--- config.mk ---
export PLATFORM = sky130hd
export DESIGN_NAME = mem_req_tracker
export DESIGN_NICKNAME = d
export VERILOG_FILES = /design/src/rtl/mem_req_tracker_pkg.sv /design/src/rtl/mem_req_tracker_tag_fifo.sv /design/src/rtl/mem_req_tracker.sv
export SDC_FILE = /design/constraint.sdc
export NUM_CORES = 1
export LEC_CHECK = 0
export CORE_MARGIN = 1.5
export CORE_UTILIZATION = 45
export CTS_BUF_LIST = sky130_fd_sc_hd__clkbuf_8
export CTS_CLUSTER_SIZE = 8
export DETAILED_ROUTE_END_ITERATION = 10
export PLACE_DENSITY_LB_ADDON = 0.3
export RECOVER_POWER = 100
export SETUP_SLACK_MARGIN = 0.5
export SYNTH_ARGS = -nofsm -noshare
export SYNTH_HDL_FRONTEND = slang
export SYNTH_SLANG_ARGS = --single-unit
--- constraint.sdc ---
create_clock -name clk -period 1.5 [get_ports clk]
set_input_delay 0.45 -clock clk [delete_from_list [all_inputs] [get_ports clk]]
set_output_delay 0.45 -clock clk [all_outputs]
set_load 0.005 [all_outputs]
--- src/rtl/mem_req_tracker_pkg.sv ---
// mem_req_tracker_pkg
//   Shared defaults and width derivations for the memory request tracker
//   and its tag FIFO.
//   DEFAULT_MAX_OUT : default number of outstanding requests.
//   DEFAULT_TAG_W   : default width of the per-request tag.
//   cnt_width()     : width needed to hold a count 0..max_out.
//   ptr_width()     : width needed to index depth entries (at least 1).
package mem_req_tracker_pkg;

    localparam int DEFAULT_MAX_OUT = 2;
    localparam int DEFAULT_TAG_W   = 8;

    function automatic int cnt_width(input int max_out);
        return $clog2(max_out + 1);
    endfunction

    function automatic int ptr_width(input int depth);
        return (depth > 1) ? $clog2(depth) : 1;
    endfunction

endpackage

--- src/rtl/mem_req_tracker_tag_fifo.sv ---
// req_tag_fifo
//   In-order tag store for in-flight memory requests. The depth does not
//   need to be a power of two: both pointers wrap explicitly from DEPTH-1
//   back to 0. The head entry is read combinationally so a response can be
//   tagged in the same cycle it arrives. Full/empty tracking lives in the
//   parent, which never pushes when full or pops when empty.
// Ports:
//   clk, resetn : clock, asynchronous active-low reset (pointers only)
//   push        : write push_tag at the tail
//   push_tag    : tag to store
//   pop         : advance the head
//   head        : tag at the head (oldest entry)
module req_tag_fifo
    import mem_req_tracker_pkg::*;
#(
    parameter int DEPTH = DEFAULT_MAX_OUT,
    parameter int TAG_W = DEFAULT_TAG_W
) (
    input  logic             clk,
    input  logic             resetn,
    input  logic             push,
    input  logic [TAG_W-1:0] push_tag,
    input  logic             pop,
    output logic [TAG_W-1:0] head
);

    localparam int             PTR_W = ptr_width(DEPTH);
    localparam logic [PTR_W-1:0] LAST  = PTR_W'(DEPTH - 1);

    logic [TAG_W-1:0] mem [DEPTH];
    logic [PTR_W-1:0] wr_ptr;
    logic [PTR_W-1:0] rd_ptr;

    function automatic logic [PTR_W-1:0] next_ptr(input logic [PTR_W-1:0] p);
        return (p == LAST) ? '0 : p + PTR_W'(1);
    endfunction

    // NOTE: state registers use non-blocking assignments so every flop
    // samples values from before the edge, regardless of block ordering.
    always_ff @(posedge clk or negedge resetn) begin
        if (!resetn) begin
            wr_ptr <= '0;
            rd_ptr <= '0;
        end else begin
            if (push) wr_ptr <= next_ptr(wr_ptr);
            if (pop)  rd_ptr <= next_ptr(rd_ptr);
        end
    end

    // NOTE: the storage array has no reset; an entry is only ever read
    // after it has been written, so clearing it would add nothing.
    always_ff @(posedge clk) begin
        if (push) mem[wr_ptr] <= push_tag;
    end

    assign head = mem[rd_ptr];

endmodule

--- src/rtl/mem_req_tracker.sv ---
// mem_req_tracker
//   Tracks in-order memory requests: gates the pipeline's request on a free
//   slot, stores each accepted request's tag, and returns the oldest tag
//   with zero latency when the memory signals a response. An unexpected
//   response (nothing in flight) raises a sticky protocol error.
//   Optional flush: define MEM_REQ_TRACKER_CANCEL_EN to make cancel block
//   the current request and silently drain every response still in flight.
//   Without the macro the cancel port is present but ignored.
// Ports:
//   clk, resetn : clock, asynchronous active-low reset
//   req/req_tag : pipeline request and its tag
//   addr_ok     : memory accepts the address this cycle
//   data_ok     : memory returns one response this cycle
//   cancel      : flush pulse (only with MEM_REQ_TRACKER_CANCEL_EN)
//   mem_req     : gated request to memory
//   can_issue   : a slot is free (registered state only)
//   rsp_valid   : response delivered, rsp_tag is its tag
//   outstanding : requests in flight
//   proto_err   : sticky, data_ok seen with nothing in flight
module mem_req_tracker
    import mem_req_tracker_pkg::*;
#(
    parameter  int MAX_OUT = DEFAULT_MAX_OUT,
    parameter  int TAG_W   = DEFAULT_TAG_W,
    localparam int CNT_W   = cnt_width(MAX_OUT)
) (
    input  logic             clk,
    input  logic             resetn,
    input  logic             req,
    input  logic [TAG_W-1:0] req_tag,
    input  logic             addr_ok,
    input  logic             data_ok,
    input  logic             cancel,
    output logic             mem_req,
    output logic             can_issue,
    output logic             rsp_valid,
    output logic [TAG_W-1:0] rsp_tag,
    output logic [CNT_W-1:0] outstanding,
    output logic             proto_err
);

    localparam logic [CNT_W-1:0] MAX_CNT = CNT_W'(MAX_OUT);

    logic [CNT_W-1:0] out_cnt;
    logic             cancel_active;
    logic             discarding;
    logic             handshake;
    logic             accept;

    // can_issue looks only at the registered count, so a response arriving
    // while full frees the slot from the following cycle.
    assign can_issue = (out_cnt < MAX_CNT);
    assign mem_req   = req & can_issue & ~cancel_active;
    assign handshake = mem_req & addr_ok;
    assign accept    = data_ok & (out_cnt != '0);
    assign rsp_valid = accept & ~discarding;
    assign outstanding = out_cnt;

`ifdef MEM_REQ_TRACKER_CANCEL_EN
    logic [CNT_W-1:0] discard_cnt;

    assign cancel_active = cancel;
    assign discarding    = (discard_cnt != '0);

    // A cancel captures what will still be in flight after this cycle's
    // pop; no push can happen that cycle because mem_req is blocked.
    always_ff @(posedge clk or negedge resetn) begin
        if (!resetn) begin
            discard_cnt <= '0;
        end else if (cancel) begin
            discard_cnt <= out_cnt - CNT_W'(accept);
        end else if (accept && discarding) begin
            discard_cnt <= discard_cnt - CNT_W'(1);
        end
    end
`else
    logic unused_cancel;

    assign cancel_active = 1'b0;
    assign discarding    = 1'b0;
    assign unused_cancel = cancel;
`endif

    always_ff @(posedge clk or negedge resetn) begin
        if (!resetn) begin
            out_cnt <= '0;
        end else if (handshake && !accept) begin
            out_cnt <= out_cnt + CNT_W'(1);
        end else if (accept && !handshake) begin
            out_cnt <= out_cnt - CNT_W'(1);
        end
    end

    always_ff @(posedge clk or negedge resetn) begin
        if (!resetn) begin
            proto_err <= 1'b0;
        end else if (data_ok && (out_cnt == '0)) begin
            proto_err <= 1'b1;
        end
    end

    req_tag_fifo #(
        .DEPTH (MAX_OUT),
        .TAG_W (TAG_W)
    ) u_tag_fifo (
        .clk      (clk),
        .resetn   (resetn),
        .push     (handshake),
        .push_tag (req_tag),
        .pop      (accept),
        .head     (rsp_tag)
    );

endmodule

==> results.md <==
- WHS: a little over 0.5 ns
- Cts-stage hold buffer count: 0
- CP Max Fanout: 4
- Peak VDD IR: around 1.4 mV
- Final instance area: ~1500 µm²
- CTS root buf: clkbuf_8
- Final Net Count: between 100 and 150
- Post-Syn Instances: 47
- Core area: ~1700 µm²
- Pwr/cell area: about 1800 nW/µm²
- GRT overflow: 0
- Fin Setup TNS: -2.31 ns
- Top-area cell type share of the netlist area: 0.590
- R2R cell count: 9
- Worst Tran Pin Value: about 0.28 ns
- Vias in the first global route: 564
- Final Util: 0.861
- Vias per cell: between 4 and 5
- Crit share post-route: 1.19
- CP most frequent cell: buf_6
- Worst EP required: approximately 1.1 ns
- Synth Area per Inst: 17.3 µm²
- Sink Count: 21
- Final Instance Count excl. Fillers: about 120
- WP buf/inv: 3
- CP max stage delay: about 0.4 ns
- Total wire length: about 2 mm
- Vias: 580
- Crit path max-delay family: flip-flops
- R2R Path Start: outstanding[1]$_DFFE_PN0P_
- Clock transition at path regs: 0.07 ns
- Yosys top cell by area: edfxtp_1
- Clock Power Share: 0.133
- Hold WC Path Type: input pin to async pin
- Placed Area: approximately 1200 µm²
- Most common cell after layout, fill and taps aside: buf_6
- DR DRC count: 0
- Port Buffers: 26
- WL per Instance: ~16 µm
- Die ar.: 2070 µm²
- Starting DRT DRC Count: 6
- Clk Latency, worst-skew pair: approximately 0.25 ns
- Post-route minimum period: between 1.5 and 2 ns
- Synth unique cells: 14
- Sequential fraction of the synthesis area: 0.743
- Most frequent cells in the layout: 24 x buf_6, 16 x edfxtp_1, 9 x dlygate4sd3_1
- Final Setup Violations: 12
- Number of CTS-inserted buffers: 3
- Syn nets: 62
- #FFs+latches synth: 21
- Max Cap Viol: 0
- Layout area overhead: 80.5%
- P_sw: approximately 0.76 mW
- Status: complete, but fails checks
- Failing checks: setup timing
- Worst setup EP type: primary output
- First-pass GRT wire length: roughly 2.6 mm
- Headroom to the max-slew limit: 0.810
- Leakage: 0.625 nW
- Largest net degree at the start of global routing: 12
- Sw Share: 0.295
- Gr usage total: 0.187
- Detailed Place HPWL: between 1 and 1.5 mm
- DP Cell Count: about 100
- PnR worst setup slack: -0.288 ns
- Critical path type: flop to primary output
- Total Power: around 2.6 mW
- Final GP Congestion: between 0.6 and 0.7
- Height of the chip: between 40 and 50 µm
- Worst Setup Start Kind: flop
- H-tree depth: 1
- Share of post-route cells with drive strength above 1: 0.619
- Antenna diode count: 0
- Seq pwr share: 0.320
- Chip Width: between 40 and 50 µm
- Internal power: around 1.8 mW
- Site Rows: 15
- Synthesized area: about 810 µm²
- Io pins: 28
- Critical-path cell list: buf_4, buf_6, mux2_4, buf_6
- TritonRoute pass-1 iters: 4
- Routed Antenna Nets: 0
- Hold Fails Final Rpt: 0
- CP max-delay cell: dfrtp_1
- Starting density of the core: 0.477
- R2R Path End: outstanding[1]$_DFFE_PN0P_
- Synth area leaders: edfxtp_1 59%, dfrtp_1 15%, mux2_2 11%
- CTS tree: done
- Slew Limit Fails: 0
- Logic pwr share: 0.547
- Clock Skews: 0.00154 ns
- Pre-CTS worst setup slack: -0.504 ns
- Max Fclk: 559 MHz
- R2R setup slack: approximately 0.01 ns
- Antenna violations before repair: 0
- CTS Buffer Depth: 2
- RSZ-0062 raised after global routing: yes
- Critical Path AT: 1.34 ns
- Yosys warnings: 0
metal layers:
layer | track usage | share of wire
met1 | 0.196 | 0.36
met2 | 0.372 | 0.56
met3 | 0.0278 | 0.044
met5 | 0 | 0
met4 | 0.0529 | 0.030
power groups by stage:
stage	clock, mW	combinational, mW	sequential (mW)
after floorplan	0	0.433	0.823
after CTS	0.351	1.20	0.810
final	0.343	1.41	0.827
after global placement	0	0.845	0.817
after global routing	0.378	1.49	0.836
after detailed placement	0	0.874	0.820
worst max path at each step:
stage,cells past startpoint,to,slack (ns),startpoint
after floorplan,7,outstanding[1]$_DFFE_PN0P_,0.21,req
after global placement,4,rsp_valid,-0.50,data_ok
after detailed placement,3,mem_req,-0.50,req
after CTS,4,rsp_tag[6],-0.26,u_tag_fifo.rd_ptr$_DFFE_PN0P_
after global routing,4,rsp_tag[7],-0.32,u_tag_fifo.rd_ptr$_DFFE_PN0P_
final,4,rsp_tag[7],-0.29,u_tag_fifo.rd_ptr$_DFFE_PN0P_
timing repair:
item	CTS	global route
pin swaps	4	2
buffers inserted	10	4
setup endpoints to repair	34	35
gates resized for setup	78	16
cells by family after synthesis:
logic type | after synthesis | share of synthesized area
DFF | 21 | 0.743
adders and majority gates | 1 | 0.0154
AOI/OAI and AO/OA | 2 | 0.0200
muxes | 8 | 0.111
and+or+nand+nor | 6 | 0.0369
buffers and inverters | 4 | 0.0200
xor gates and xnor gates | 5 | 0.0538
synthesized netlist by cell type:
cell / n
inv_1: 3
nand2_1: 1
o21ai_2: 1
xor2_1: 1
and3_1: 1
xnor2_1: 4
dfrtp_1: 5
nor2b_2: 1
edfxtp_1: 16
ha_1: 1
a21o_1: 1
buf_2: 1
nor2_1: 3
mux2_2: 8
area by class of cell:
class | count | area [µm²]
flip-flops and latches | 21 | 607
clock inverters | 1 | 3.75
fillers | 79 | 238
inverters | 3 | 16.3
clock buffers | 3 | 41.3
repair buffers | 47 | 457
well taps | 25 | 31.3
multi-input cells | 22 | 314
sequential cells by signal, indices dropped and copies added (netlist names):
signal             count
u_tag_fifo.rd_ptr      1
outstanding            2
u_tag_fifo.wr_ptr      1
proto_err              1
u_tag_fifo.mem        16
Power figures use the tool's default switching activity.
